### src/rtl/add8_word_sequencer.sv
// add8_word_sequencer: byte-serial multi-word adder controller.
// Feeds one 8-bit ripple adder one byte per cycle, LSB first, chaining the carry
// through a register, and produces an 8*NBYTES-bit result with carry-out and
// signed overflow.
// Optional feature macro: ADD8_SUB_EN adds the op port and the subtract path
// (op=1 inverts B and forces the byte-0 carry-in to 1).
module add8_word_sequencer #(
    parameter int NBYTES = 4
) (
    input  logic                  clk,
    input  logic                  rst_n,
    input  logic                  start,
    input  logic [8*NBYTES-1:0]   a,
    input  logic [8*NBYTES-1:0]   b,
    input  logic                  cin,
`ifdef ADD8_SUB_EN
    input  logic                  op,
`endif
    output logic                  ready,
    output logic                  done,
    output logic [8*NBYTES-1:0]   result,
    output logic                  cout,
    output logic                  ovf
);
    localparam int W  = 8 * NBYTES;
    localparam int IW = (NBYTES > 1) ? $clog2(NBYTES) : 1;
    localparam logic [IW-1:0] LAST_IDX = IW'(NBYTES - 1);

    typedef enum logic [1:0] {
        S_IDLE = 2'd0,
        S_BUSY = 2'd1,
        S_DONE = 2'd2
    } state_t;

    state_t          state_q;
    logic [IW-1:0]   idx_q;
    logic [IW-1:0]   idx_d;
    logic [W-1:0]    a_q;
    logic [W-1:0]    b_q;        // already holds b_eff
    logic [W-1:0]    result_q;
    logic            carry_q;
    logic            ready_q;
    logic            done_q;
    logic            cout_q;
    logic            ovf_q;

    // Operand conditioning applied at capture time
    logic [W-1:0]    b_eff_d;
    logic            cin_eff_d;
`ifdef ADD8_SUB_EN
    assign b_eff_d   = op ? ~b : b;
    assign cin_eff_d = op | cin;
`else
    assign b_eff_d   = b;
    assign cin_eff_d = cin;
`endif

    // Byte views of the captured operands, selected by the running index
    logic [7:0] a_byte [NBYTES];
    logic [7:0] b_byte [NBYTES];
    for (genvar gi = 0; gi < NBYTES; gi++) begin : g_bytes
        assign a_byte[gi] = a_q[8*gi +: 8];
        assign b_byte[gi] = b_q[8*gi +: 8];
    end

    // Shared 8-bit ripple adder datapath
    logic [7:0] add_in1;
    logic [7:0] add_in2;
    logic [7:0] add_sum;
    logic [8:0] add_carry;
    logic       add_cout;

    assign add_in1      = a_byte[idx_q];
    assign add_in2      = b_byte[idx_q];
    assign add_carry[0] = carry_q;

    for (genvar gi = 0; gi < 8; gi++) begin : g_fa
        assign add_sum[gi]     = add_in1[gi] ^ add_in2[gi] ^ add_carry[gi];
        assign add_carry[gi+1] = (add_in1[gi] & add_in2[gi]) |
                                 (add_carry[gi] & (add_in1[gi] ^ add_in2[gi]));
    end
    assign add_cout = add_carry[8];

    // Next index and overflow of the final byte
    logic ovf_d;
    assign idx_d = idx_q + IW'(1);
    assign ovf_d = (a_q[W-1] == b_q[W-1]) && (add_sum[7] != a_q[W-1]);

    // Control FSM with registered outputs; DONE accepts a new start like IDLE
    always_ff @(posedge clk or negedge rst_n) begin
        if (!rst_n) begin
            state_q  <= S_IDLE;
            idx_q    <= '0;
            a_q      <= '0;
            b_q      <= '0;
            carry_q  <= 1'b0;
            result_q <= '0;
            ready_q  <= 1'b1;
            done_q   <= 1'b0;
            cout_q   <= 1'b0;
            ovf_q    <= 1'b0;
        end else begin
            done_q <= 1'b0;
            case (state_q)
                S_IDLE, S_DONE: begin
                    if (start) begin
                        a_q     <= a;
                        b_q     <= b_eff_d;
                        carry_q <= cin_eff_d;
                        idx_q   <= '0;
                        state_q <= S_BUSY;
                        ready_q <= 1'b0;
                    end else begin
                        state_q <= S_IDLE;
                        ready_q <= 1'b1;
                    end
                end
                S_BUSY: begin
                    for (int i = 0; i < NBYTES; i++) begin
                        if (idx_q == IW'(i)) begin
                            result_q[8*i +: 8] <= add_sum;
                        end
                    end
                    carry_q <= add_cout;
                    if (idx_q == LAST_IDX) begin
                        cout_q  <= add_cout;
                        ovf_q   <= ovf_d;
                        idx_q   <= '0;
                        state_q <= S_DONE;
                        done_q  <= 1'b1;
                        ready_q <= 1'b1;
                    end else begin
                        idx_q   <= idx_d;
                    end
                end
                default: begin
                    state_q <= S_IDLE;
                    ready_q <= 1'b1;
                end
            endcase
        end
    end

    assign ready  = ready_q;
    assign done   = done_q;
    assign result = result_q;
    assign cout   = cout_q;
    assign ovf    = ovf_q;

endmodule

### config.mk
export PLATFORM = sky130hd
export DESIGN_NAME = add8_word_sequencer
export DESIGN_NICKNAME = d
export VERILOG_FILES = /design/src/rtl/add8_word_sequencer.sv
export SDC_FILE = /design/constraint.sdc
export NUM_CORES = 1
export LEC_CHECK = 0
export ABC_CLOCK_PERIOD_IN_PS = 7450
export CAP_MARGIN = 25
export CORE_MARGIN = 10
export CORE_UTILIZATION = 51
export CTS_CLUSTER_DIAMETER = 80
export CTS_CLUSTER_SIZE = 20
export DETAILED_ROUTE_END_ITERATION = 10
export MAX_ROUTING_LAYER = met4
export PLACE_DENSITY = 0.77
export SKIP_LAST_GASP = 1
export SLEW_MARGIN = 20
export SYNTH_ARGS = -nofsm -noshare
export SYNTH_HDL_FRONTEND = slang
export SYNTH_SLANG_ARGS = --single-unit
### constraint.sdc
create_clock -name clk -period 7.45 [get_ports clk]
set_clock_uncertainty 0.2 [all_clocks]
set_input_delay 1.49 -clock clk [delete_from_list [all_inputs] [get_ports clk]]
set_output_delay 1.49 -clock clk [all_outputs]
set_load 0.005 [all_outputs]
# == After elaboration in Yosys (flattened, before gate mapping) ==
# Cells that the tools add are included.
# classes
n_addsub,1
order_cmp,1
n_eq_ne,9
muxes,19
bitwise_logic,41
reduce_logical,11
# op_table
cell,n
binary-select mux 8 bit (select 2 bit),2
two-way mux 8 bit,4
bitwise AND 1 bit,16
XOR 1 bit,16
AND reduction 2 bit,6
OR 1 bit,8
case mux 2 bit (2 select lines),2
"== test 2 bit, second input constant",3
two-way mux 1 bit,6
two-way mux 2 bit,3
"== test 2 x 1 -> 1 bit, second input constant",2
logical NOT 2 bit,2
"inequality test 2 bit, second input constant",2
case mux 1 bit (2 select lines),2
"greater-or-equal comparator 3 bit, second input constant",1
inverter 2 -> 3 bit,1
"adder 2 x 1 -> 2 bit, second input constant",1
nonzero test 2 bit,1
OR reduction 2 bit,1
== test 1 bit,1
logical AND 1 bit,1
inequality test 1 bit,1
# totals
register_bits,105
inputBits,68
output_inout_bits,36
word_cells,95

# == Logic depth before layout (Yosys ltp) ==
# logic_depth
ltp_word,22
depth_mapped,17
depth_no_buf,15

# == Worst setup path before layout ==
# OpenSTA, ideal clock, no wires.
# synth_timing
path_type,register -> register
startpoint,register idx_q[0]
endpoint,register ovf_q (netlist: ovf)
setup_time_ps,82
arrival_time_ps,4716
t_required_ps,7168
path_slack_ps,2452
stages_incl_launch_ff,17
path_buffers,2
period_less_slack_ps,4998
path_cell_list,dfrtp_1 -> buf_6 -> buf_12 -> mux4_2 -> fa_1 -> fa_1 -> fa_1 -> inv_1 -> fa_1 -> inv_1 -> fa_1 -> fa_1 -> fa_1 -> inv_1 -> fa_1 -> or3_1 -> a31oi_1
# synth_between
elab_chain_cells,22
word_cells_on_any_way,41
cone_classes,2 x eq/ne; 6 x mux; 31 x bitwise; 2 x reduce/logical
# synth_lines
item,line_no,rtl
start: declaration,36,logic [IW-1:0] idx_q;
start signal: assignment,133,idx_q <= idx_d;
inverter 2 -> 3 bit (implied by the code),"73, 74",
binary-select mux 8 bit (select 2 bit) (on tied branches),"73, 74",
two-way mux 8 bit (on tied branches) (2 in series),"73, 74",
XOR 1 bit,80,(add_carry[gi] & (add_in1[gi] ^ add_in2[gi]));
bitwise AND 1 bit,80,
OR 1 bit,79,assign add_carry[gi+1] = (add_in1[gi] & add_in2[gi]) |
bitwise AND 1 bit,80,
OR 1 bit,79,
[5 not listed],n/a,
OR 1 bit,79,
bitwise AND 1 bit,80,
OR 1 bit,79,
bitwise AND 1 bit,80,
OR 1 bit,79,
XOR 1 bit,78,assign add_sum[gi] = add_in1[gi] ^ add_in2[gi] ^ add_carry[gi];
inequality test 1 bit,87,assign ovf_d = (a_q[W-1] == b_q[W-1]) && (add_sum[7] != a_q[W-1]);
logical AND 1 bit,87,
end signal: assignment,127,ovf_q <= ovf_d;
end: declaration,45,logic ovf_q;
# Several ways; a longest one is shown, not always the timed one. The select of a mux whose other input is x is not followed.
# A chain may end at the register's enable or synchronous reset.

# == Final worst setup path ==
# Ends and elaborated chain as after synthesis.

==> run_results.csv <==
group,metric,value,unit
outcome,outcome,"finished, final reports clean",
power_and_ir_drop,combPwrFrac,49.2,%
global_route,grt_usage,16.3,%
placement,post-place-cells,616,
clock_tree,post-cts-setup-buffers,0,
routing,routedWlPerCell,16.6,microns
power_and_ir_drop,seqPwrFrac,39.3,%
layout,layout-drive-gt1-share,10.7,%
clock_tree,cts_max_level,3,
synthesis,ys_types,29,
setup_path,worstPathArrival,5.35,ns
worst_hold_path,worstHoldStart,"a_q[11]",
layout,layout.cells.non_filler,632,
power_and_ir_drop,switching_share,37.4,%
setup_path,required,7.53,ns
sta,fin_crit,5.26,ns
sta,worstMarginPinSlew,0.925,ns
die,die_w,116,microns
clock_tree,ctsResizeCount,0,
power_and_ir_drop,internal_power,1.66,mW
worst_hold_path,whs_endpoint,"a_q[11]",
setup_path,path_class,"reg2reg",
setup_path,critPathMaxFanout,11,
routing,drc_errors,0,
sta,rsz0062_at_grt,"false",
synthesis,async_flop_share,100,%
job,max_cap_viol_count,0,
placement,hpwlAfterDp,8.05,mm
placement,io_buffers,103,
setup_path,critPathCaptureType,"flip-flop",
sta,finalCritPeriodShare,70.6,%
synthesis,syn-num-nets,502,
global_route,grt_start_max_net_pins,78,
setup_path,ff2ff_setup_slack,2.19,ns
routing,totalWireLength,10.5,mm
routing,num_vias,3237,
clock_tree,cts_hold_buf,0,
setup_path,r2r_start,"idx_q[0]",
placement,place_area,5710,sq um
routing,vias_per_cell,5.12,
sta,tns,0,ns
setup_path,max_stage_delay,0.71,ns
synthesis,ys.flop_type,"dfrtp_1",
die,coreArea,8850,sq um
sta,fmax,190,MHz
global_route,antenna_found_initial,0,
global_route,grt_pass1_wl,17.0,mm
clock_tree,cts_tree,"done",
die,start_util,53.0,%
clock_tree,clkTransAtPathRegs,0.10,ns
routing,drtAntennaViolNets,0,
layout,syn_to_final_growth,25.3,%
synthesis,yosysSeqAreaShare,56.0,%
setup_path,crit_path_frequent_cell,"fa_1",
synthesis,ys_top_cells_by_count,"202 x nand2_1, 104 x dfrtp_1, 24 x mux2_2",
power_and_ir_drop,p_switching,992,uW
clock_tree,root_buffer,"clkbuf_8",
die,io_pins,104,
sta,finalSetupViolCount,0,
sta,hold_viol,0,
setup_path,critPathBufInv,3,
layout,nets,599,
power_and_ir_drop,p_leak,2.84,nW
synthesis,ys_ff_latch,105,
global_route,overflow,0,
routing,drt-initial-drc-count,145,
global_route,grt_pass1_vias,3437,
setup_path,rr_endpoint,"ovf",
die,row_count,34,
layout,fin_area,5880,sq um
clock_tree,cts_buffers,9,
setup_path,crit_path_top_delay_cell,"dfrtp_1",
setup_path,path_delay_family,"adder cells",
setup_path,path_cells,"mux4_2 -> fa_1 -> fa_1 -> fa_1 -> inv_1 -> fa_1 -> inv_1 -> fa_1 -> fa_1 -> fa_1 -> inv_1 -> fa_1 -> or3_1 -> a31oi_1",
clock_tree,insertion_delay,0.36,ns
setup_path,rr_worst_depth,14,
worst_hold_path,whs_path_depth,2,
clock_tree,clock-sinks,105,
synthesis,synth_edf_count,0,
placement,place.gp.congestion,0.796,
synthesis,yosysMostFrequentCell,"nand2_1",
worst_hold_path,min_path_type,"reg2reg",
synthesis,syn_area_per_cell,11.1,sq um
power_and_ir_drop,ir_drop,201,uV
clock_tree,clockBufferDepth,2,
layout,diodes,0,
synthesis,synth_top_area_share,55.5,%
synthesis,netlist_area,4690,sq um
setup_path,startpoint_type,"flip-flop",
synthesis,ys_warn_count,0,
power_and_ir_drop,p_per_area,452,nW/um^2
die,die_area,13400,sq um
die,die_h,116,microns
sta,slew_headroom,38.3,%
sta,report.final.slew_viol_count,0,
synthesis,synth.largest_area_cell,"dfrtp_1",
power_and_ir_drop,p_clk_share,11.4,%
routing,first_pass_iters,6,
synthesis,synth_area_leaders,"dfrtp_1 55%, nand2_1 16%, mux2_2 5.8%, mux4_1 5.0%, fa_1 3.4%",
synthesis,synthCells,422,
-- layout by cell type (no fill, tap or decap) --
cell type	count
nand2_1	202
dfrtp_1	104
clkdlybuf4s50_1	102
mux2_2	24
inv_1	11
o21ai_0	10
mux4_1	9
clkbuf_8	9
fa_1	8
mux4_2	7
ha_1	4
buf_4	4
nand3b_2	3
a21oi_1	3
nand3_1	2
o31ai_1	2
nor2b_1	2
nor2_1	2
clkinvlp_4	2
clkbuf_1	2
clkinv_2	2
nand3b_4	1
nand2b_1	1
nand2b_4	1
nor2b_4	1
a211oi_1	1
nor3_1	1
or3_1	1
a31oi_1	1
clkinv_4	1
dfstp_2	1
-- sequential cells by signal (all words and copies together), names as in the netlist, 2 cells and up --
name / flops
a_q: 32
b_q: 32
idx_q: 2
result: 32
state_q: 2
-- area by class of cell --
| class | count | area, sq um |
|---|---|---|
| Sequential cell | 105 | 2630 |
| Tap cell | 108 | 135 |
| Fill cell | 694 | 2970 |
| Clock inverter | 5 | 33.8 |
| Multi-Input combinational cell | 286 | 1860 |
| Timing Repair Buffer | 106 | 1050 |
| Clock buffer | 11 | 131 |
| Inverter | 11 | 41.3 |
-- worst register-to-register path, delay by kind of cell (launching register included) --
family,cells,cell delay (ns)
AO/OA/AOI/OAI,1,0.16
buffers and inverters,3,0.20
flip-flops,1,0.71
AND/OR/NAND/NOR,1,0.39
multiplexers,1,0.60
adder cells (fa/ha/maj),8,2.94
-- routing by layer --
metal / global-route usage, % / wire length (microns)
met1: 20.1 / 4570
met2: 26.4 / 5110
met4: 5.34 / 180
met5: - / 0
met3: 3.20 / 609
-- metrics by stage --
stage / setup WS, ns / util (%) / total power, mW / hold slack, ns
after detailed placement: 2.18 / 64.6 / 2.39 / 0.261
after global placement: 2.24 / 64.6 / 2.32 / 0.251
after global routing: 1.88 / 66.4 / 2.89 / 0.302
after CTS: 2.16 / 66.4 / 2.69 / 0.281
after floorplan: 2.45 / - / 1.88 / 0.237
final: 2.19 / 66.4 / 2.65 / 0.283
-- cells by family (layout without fill, tap and decap cells) --
| kind of cell | count (synthesis) | after routing | synth area share, % |
|---|---|---|---|
| compound gates | 17 | 17 | 2.00 |
| fa+ha+maj | 12 | 12 | 4.48 |
| buf+inv | 31 | 133 | 4.53 |
| flops | 105 | 105 | 56.0 |
| mux | 40 | 40 | 14.2 |
| simple gates | 217 | 217 | 18.8 |
-- power groups by stage --
stage | Combinational (mW) | Sequential [mW] | Clock [mW]
floorplan | 0.901 | 0.981 | 0
global placement | 1.27 | 1.04 | 0
detailed placement | 1.33 | 1.06 | 0
CTS | 1.33 | 1.05 | 0.310
global route | 1.47 | 1.08 | 0.336
finish | 1.31 | 1.04 | 0.304
-- worst max-delay path by stage --
stage | cells past startpoint | start | endpoint
3_3_place_gp | 14 | idx_q[0] | ovf
4_1_cts | 14 | idx_q[0] | ovf
5_1_grt | 14 | idx_q[0] | ovf
6_report | 14 | idx_q[0] | ovf
3_5_place_dp | 14 | idx_q[0] | ovf
2_1_floorplan | 16 | idx_q[0] | ovf
(Power assumes the default switching activity.)
